`config.mk`:
```
export PLATFORM = sky130hd
export DESIGN_NAME = vedic_mult_sched
export DESIGN_NICKNAME = d
export VERILOG_FILES = /design/src/rtl/vedic_pkg.sv /design/src/rtl/vedic_chunk_mult.sv /design/src/rtl/vedic_mult_sched.sv
export SDC_FILE = /design/constraint.sdc
export NUM_CORES = 1
export LEC_CHECK = 0
export CAP_MARGIN = 5
export CORE_ASPECT_RATIO = 1.2
export CORE_MARGIN = 8
export CORE_UTILIZATION = 62
export DETAILED_ROUTE_END_ITERATION = 8
export GPL_ROUTABILITY_DRIVEN = 0
export PLACE_DENSITY = 0.85
export SLEW_MARGIN = 20
export SYNTH_ARGS = -nofsm -noshare
export SYNTH_HDL_FRONTEND = slang
export SYNTH_SLANG_ARGS = --single-unit
```
`constraint.sdc`:
```
create_clock -name clk -period 14.5 [get_ports clk]
set_input_delay 2.175 -clock clk [delete_from_list [all_inputs] [get_ports clk]]
set_output_delay 2.175 -clock clk [all_outputs]
set_load 0.005 [all_outputs]
```
`src/rtl/vedic_pkg.sv`:
```
// Shared definitions for the time-multiplexed vedic multiplier:
// controller state type, default widths, iteration count and the 2x2 vedic cell.
package vedic_pkg;

    typedef enum logic [1:0] {
        ST_IDLE = 2'd0,
        ST_RUN  = 2'd1,
        ST_DONE = 2'd2
    } state_e;

    localparam int DEFAULT_RANGE_WIDTH = 16;
    localparam int DEFAULT_CHUNK_WIDTH = 8;

    // Number of chunk-pair partial products needed for one full-width product.
    function automatic int iter_count(input int range_width, input int chunk_width);
        int n;
        n = range_width / chunk_width;
        return n * n;
    endfunction

    // 2x2 vedic cell (urdhva-tiryagbhyam): vertical and crosswise products.
    function automatic logic [3:0] vedic_2x2(input logic [1:0] a, input logic [1:0] b);
        logic c_lo;
        logic c_x0;
        logic c_x1;
        logic c_hi;
        logic carry;
        logic [3:0] p;
        c_lo  = a[0] & b[0];
        c_x0  = a[1] & b[0];
        c_x1  = a[0] & b[1];
        c_hi  = a[1] & b[1];
        carry = c_x0 & c_x1;
        p[0]  = c_lo;
        p[1]  = c_x0 ^ c_x1;
        p[2]  = c_hi ^ carry;
        p[3]  = c_hi & carry;
        return p;
    endfunction

endpackage

```
`src/rtl/vedic_chunk_mult.sv`:
```
// Combinational CHUNK_WIDTH x CHUNK_WIDTH unsigned vedic multiplier built by
// summing shifted 2x2 vedic cells over every pair of 2-bit digits.
module vedic_chunk_mult
    import vedic_pkg::*;
#(
    parameter int CHUNK_WIDTH = DEFAULT_CHUNK_WIDTH
) (
    input  logic [CHUNK_WIDTH-1:0]   a,
    input  logic [CHUNK_WIDTH-1:0]   b,
    output logic [2*CHUNK_WIDTH-1:0] p
);

    localparam int D = CHUNK_WIDTH / 2;

    if ((CHUNK_WIDTH % 2) != 0 || CHUNK_WIDTH < 2) begin : g_bad_chunk
        $error("vedic_chunk_mult: CHUNK_WIDTH must be an even number >= 2");
    end

    logic [2*CHUNK_WIDTH-1:0] sum;

    // Accumulate every digit-pair cell at its positional weight.
    always_comb begin
        sum = '0;
        for (int i = 0; i < D; i++) begin
            for (int j = 0; j < D; j++) begin
                sum = sum + ((2*CHUNK_WIDTH)'(vedic_2x2(a[2*i +: 2], b[2*j +: 2])) << (2*(i+j)));
            end
        end
    end

    assign p = sum;

endmodule

```
`src/rtl/vedic_mult_sched.sv`:
```
// Sequential RANGE_WIDTH x RANGE_WIDTH unsigned multiplier that reuses one
// CHUNK_WIDTH x CHUNK_WIDTH vedic multiplier, one chunk pair per cycle.
// Optional macro VEDIC_SCHED_EARLY_ZERO_EN: a zero operand skips the chunk
// iterations and yields product 0 one cycle after accept.
//
// Handshake: a transfer happens on a rising edge where valid && ready are both
// high; operands are accepted only in IDLE (in_ready), the product is held with
// out_valid until out_ready is seen, and out_valid never depends on out_ready.
module vedic_mult_sched
    import vedic_pkg::*;
#(
    parameter int RANGE_WIDTH = DEFAULT_RANGE_WIDTH,
    parameter int CHUNK_WIDTH = DEFAULT_CHUNK_WIDTH
) (
    input  logic                     clk,
    input  logic                     reset,
    input  logic                     in_valid,
    output logic                     in_ready,
    input  logic [RANGE_WIDTH-1:0]   op_a,
    input  logic [RANGE_WIDTH-1:0]   op_b,
    output logic                     out_valid,
    input  logic                     out_ready,
    output logic [2*RANGE_WIDTH-1:0] product,
    output logic                     busy
);

    localparam int N     = RANGE_WIDTH / CHUNK_WIDTH;
    localparam int ITER  = iter_count(RANGE_WIDTH, CHUNK_WIDTH);
    localparam int CNT_W = (ITER > 1) ? $clog2(ITER) : 1;
    localparam int ACC_W = 2 * RANGE_WIDTH;
    localparam int SH_W  = $clog2(ACC_W) + 1;
    localparam logic [CNT_W-1:0] N_C  = CNT_W'(N);
    localparam logic [CNT_W-1:0] LAST = CNT_W'(ITER - 1);

    if ((RANGE_WIDTH % CHUNK_WIDTH) != 0) begin : g_bad_width
        $error("vedic_mult_sched: RANGE_WIDTH must be a multiple of CHUNK_WIDTH");
    end

    state_e                   state_q, state_d;
    logic [CNT_W-1:0]         cnt_q, cnt_d;
    logic [ACC_W-1:0]         acc_q, acc_d;
    logic [RANGE_WIDTH-1:0]   a_q, a_d;
    logic [RANGE_WIDTH-1:0]   b_q, b_d;
    logic                     out_valid_q, out_valid_d;
    logic [ACC_W-1:0]         product_q, product_d;

    logic [CNT_W-1:0]         idx_i;
    logic [CNT_W-1:0]         idx_j;
    logic [SH_W-1:0]          sh_a;
    logic [SH_W-1:0]          sh_b;
    logic [SH_W-1:0]          sh_p;
    logic [CHUNK_WIDTH-1:0]   a_chunk;
    logic [CHUNK_WIDTH-1:0]   b_chunk;
    logic [2*CHUNK_WIDTH-1:0] pp;
    logic [ACC_W-1:0]         acc_next;

    // Counter selects the chunk pair: i walks the multiplicand fastest.
    always_comb begin
        idx_i    = cnt_q % N_C;
        idx_j    = cnt_q / N_C;
        sh_a     = SH_W'(idx_i) * SH_W'(CHUNK_WIDTH);
        sh_b     = SH_W'(idx_j) * SH_W'(CHUNK_WIDTH);
        sh_p     = sh_a + sh_b;
        a_chunk  = CHUNK_WIDTH'(a_q >> sh_a);
        b_chunk  = CHUNK_WIDTH'(b_q >> sh_b);
        acc_next = acc_q + (ACC_W'(pp) << sh_p);
    end

    vedic_chunk_mult #(
        .CHUNK_WIDTH (CHUNK_WIDTH)
    ) u_chunk_mult (
        .a (a_chunk),
        .b (b_chunk),
        .p (pp)
    );

    // Next-state and datapath control for IDLE -> RUN -> DONE.
    always_comb begin
        state_d     = state_q;
        cnt_d       = cnt_q;
        acc_d       = acc_q;
        a_d         = a_q;
        b_d         = b_q;
        out_valid_d = out_valid_q;
        product_d   = product_q;
        case (state_q)
            ST_IDLE: begin
                if (in_valid) begin
                    a_d   = op_a;
                    b_d   = op_b;
                    cnt_d = '0;
                    acc_d = '0;
`ifdef VEDIC_SCHED_EARLY_ZERO_EN
                    if (op_a == '0 || op_b == '0) begin
                        state_d   = ST_DONE;
                        product_d = '0;
                    end else begin
                        state_d = ST_RUN;
                    end
`else
                    state_d = ST_RUN;
`endif
                end
            end
            ST_RUN: begin
                acc_d = acc_next;
                if (cnt_q == LAST) begin
                    state_d     = ST_DONE;
                    out_valid_d = 1'b1;
                    product_d   = acc_next;
                end else begin
                    cnt_d = cnt_q + 1'b1;
                end
            end
            ST_DONE: begin
`ifdef VEDIC_SCHED_EARLY_ZERO_EN
                // Early-zero entry arrives with out_valid still low.
                if (!out_valid_q) begin
                    out_valid_d = 1'b1;
                end
`endif
                if (out_valid_q && out_ready) begin
                    out_valid_d = 1'b0;
                    state_d     = ST_IDLE;
                end
            end
            default: begin
                state_d = ST_IDLE;
            end
        endcase
    end

    // State and datapath registers; reset abandons any operation in flight.
    always_ff @(posedge clk) begin
        if (reset) begin
            state_q     <= ST_IDLE;
            cnt_q       <= '0;
            acc_q       <= '0;
            a_q         <= '0;
            b_q         <= '0;
            out_valid_q <= 1'b0;
            product_q   <= '0;
        end else begin
            state_q     <= state_d;
            cnt_q       <= cnt_d;
            acc_q       <= acc_d;
            a_q         <= a_d;
            b_q         <= b_d;
            out_valid_q <= out_valid_d;
            product_q   <= product_d;
        end
    end

    assign in_ready  = (state_q == ST_IDLE);
    assign busy      = (state_q != ST_IDLE);
    assign out_valid = out_valid_q;
    assign product   = product_q;

endmodule

```
==> out/summary.txt <==
Crit path max-delay family: adder cells
RSZ-0062 raised after global routing: false
Nets: 1209
Layout Cells excl Fill: 1208
H-Tree Depth: 3
Post-synth EDFFs: 0
Syn-to-layout area delta: 13.8%
final setup fails: 0
register area share after synthesis: 25.3%
Slew Viols, Final: 0
Crit Path Max Fanout: 11
CTS tree: yes
Min-Delay Path Class: reg -> reg
Max Root-Sink Buffers: 2
Rows: 45
WP data required: 14.74 ns
Critical Path Start Type: flip-flop
fin worst setup slack: 5.73 ns
input/output buffers: 70
clk root buf: clkbuf_16
maximum number of pins on one net before global-route repair: 91
DIE WIDTH: 120 µm
Reg2Reg Setup Slack: 5.73 ns
Antenna Cells: 0
dpl ws: 5.98 ns
antenna violations before repair: 0
Synth warnings: 0
Detailed Routing Iterations Pass 1: 5
Syn Nets: 1165
CP max stage delay: 0.67 ns
Mapped Avg Cell Area: 8.04 µm²
Filler cells: 975
Overall Power: 0.640 mW
Final Hold Fails: 0
Vias/cell: 5.86
vias in the first global route: 7112
minimum clock period: 8.77 ns
Post-CTS Setup Repair Bufs: 0
# hold bufs at CTS: 0
status: complete, no violations
ANT nets after route: 0
CP Class: reg -> reg
Post-CTS Resized: 0
Mapped Area: 8000 µm²
Placement Cell Area: 8800 µm²
Max Cap Viol: 0
setup tns final: 0 ns
total global-route track usage: 23.3%
die area: 16800 µm²
Remaining Overflow, GRT: 0
fin crit share: 60.5%
P per Cell Area: 70.3 nW/µm²
CP endpoint kind: flip-flop
Cells after DPL: 1192
Slew @ Worst Pin: 1.10 ns
Layout Skew: 0.0148 ns
Mapped Cells: 995
WL final: 19.7 mm
Initial Util: 63.5%
drt first-iter violations: 369
# clock sinks: 101
predominant post-synthesis flop cell: dfxtp_1
Synth area leaders: dfxtp_1 25%, ha_1 15%, fa_1 9.5%
Buf+Inv Stages, Crit Path: 1
P_leak: 4.17 nW
leading area contributor after synthesis: dfxtp_1
Crit-path slowest cell: dfxtp_1
wire per inst: 16.3 µm
synthesized flop and latch total: 101
Top Ports: 71
via count: 7077
drt drc: 0
CORE AREA: 12600 µm²
Skew-Pair Late Insertion Delay: 0.36 ns
share of post-route cells with drive strength above 1: 4.69%
post-route cell area: 9110 µm²
ys async rst share: 0%
Worst path most repeated cell: ha_1
DP HPWL: 15.1 mm
Arr. time, crit path: 9.01 ns
first-pass GRT wire length: 32.8 mm
top cell type's share of synthesized area: 25.3%
Achievable Freq: 0.114 GHz
CTS Buf Count: 9
synth unique cells: 58
die height: 140 µm
Slew headroom: 26.5%
peak supply drop: 0.0000657 V
Reg clk slew, reported paths: 0.08 ns
==> worst paths after layout <==
path                     from           to  depth (start not counted)
setup reg to reg     cnt_q[0]    acc_q[30]                         32
setup / recovery     cnt_q[0]    acc_q[30]                         32
hold / removal    product[13]  product[13]                          2
hold reg to reg   product[13]  product[13]                          2
==> state kept, by name, summed over array words and instances, names as in the netlist <==
| name | cells |
|---|---|
| out_valid | 1 |
| cnt_q | 2 |
| b_q | 16 |
| acc_q | 32 |
| a_q | 16 |
| product | 32 |
| state_q | 2 |
==> cell families after synthesis <==
| family | synth area share, % |
|---|---|
| flops | 25.3 |
| mux | 3.00 |
| xor+xnor | 4.47 |
| buf+inv | 4.83 |
| fa+ha+maj | 24.5 |
| compound gates | 18.7 |
| simple gates | 19.2 |
==> stage by stage <==
step | utilization, % | hold WS [ns]
2_1_floorplan | - | 0.436
3_3_place_gp | 69.8 | 0.441
3_5_place_dp | 69.8 | 0.448
4_1_cts | 72.2 | 0.458
5_1_grt | 72.2 | 0.469
6_report | 72.2 | 0.456
==> power by group <==
group / leakage, nW / switching, mW / internal (mW) / total (mW)
Combinational: 3.20 / 0.0635 / 0.0391 / 0.103
Clock: 0.150 / 0.123 / 0.124 / 0.247
Sequential: 0.819 / 0.00579 / 0.285 / 0.290
Total: 4.17 / 0.193 / 0.447 / 0.640
==> layer usage <==
metal  routed length (µm)  GRT usage, %  part of all wire (%)
met1                 7810          25.0                    40
met2                10100          43.1                    51
met3                  991          3.86                   5.0
met4                  807          11.5                   4.1
met5                    0             0                     0
==> synth_stat cells, types with 2 or more instances <==
| cell type | n |
|---|---|
| a21oi_2 | 2 |
| ha_1 | 96 |
| nand3_1 | 26 |
| o21ai_1 | 12 |
| nor2_1 | 111 |
| dfxtp_1 | 101 |
| xor2_1 | 12 |
| or2_2 | 7 |
| a21o_1 | 21 |
| o21ai_0 | 9 |
| o21a_1 | 5 |
| nor3_1 | 9 |
| xnor2_1 | 27 |
| and4_1 | 2 |
| nand2b_1 | 4 |
| a211oi_2 | 2 |
| fa_1 | 38 |
| a31oi_1 | 10 |
| a22o_1 | 18 |
| a21oi_1 | 122 |
| mux2i_1 | 24 |
| o21bai_1 | 5 |
| nor2b_1 | 6 |
| a211oi_1 | 7 |
| and3_1 | 9 |
| and2_1 | 11 |
| inv_1 | 56 |
| nand2_1 | 163 |
| clkbuf_1 | 40 |
| a211o_1 | 2 |
| or2_1 | 3 |
| nand3b_1 | 2 |
| buf_1 | 2 |
| o211ai_2 | 2 |
| o22ai_1 | 2 |
| o211ai_1 | 3 |
| buf_2 | 3 |
==> worst min-delay path: stages (launching register included) <==
cell,delay [ns]
dfxtp_1,0.31
nand2_1,0.05
a21oi_1,0.05
==> area by class of cell <==
class / count / area [µm²] / share of cell area (%)
multi-input cells: 792 / 5600 / 61.5
clock buffers: 9 / 225 / 2.47
flip-flops and latches: 101 / 2020 / 22.2
well taps: 164 / 205 / 2.25
inverters: 57 / 214 / 2.35
clock inverters: 7 / 81.3 / 0.893
repair buffers: 78 / 756 / 8.30
==> cells in the final DEF, fill, tap and decap left out, drive strengths merged, types with 2 or more instances in the layout <==
cell type	instances
a21o	21
a22o	19
a21oi	124
nor3	9
dfxtp	101
xor2	13
nand3b	2
inv	61
o211ai	5
clkdlybuf4s50	69
nor2b	6
or2	10
fa	38
and3	10
o21bai	5
a31oi	10
xnor2	27
o21a	5
o22ai	2
o21ai	21
mux2i	24
and4	2
buf	9
ha	96
clkinv	3
a2111oi	2
o41ai	2
nand2b	4
a211o	2
nor2	111
nand3	26
nand2	163
a211oi	9
clkbuf	9
and2	11
Note: power is estimated with default switching activity, not from simulation.
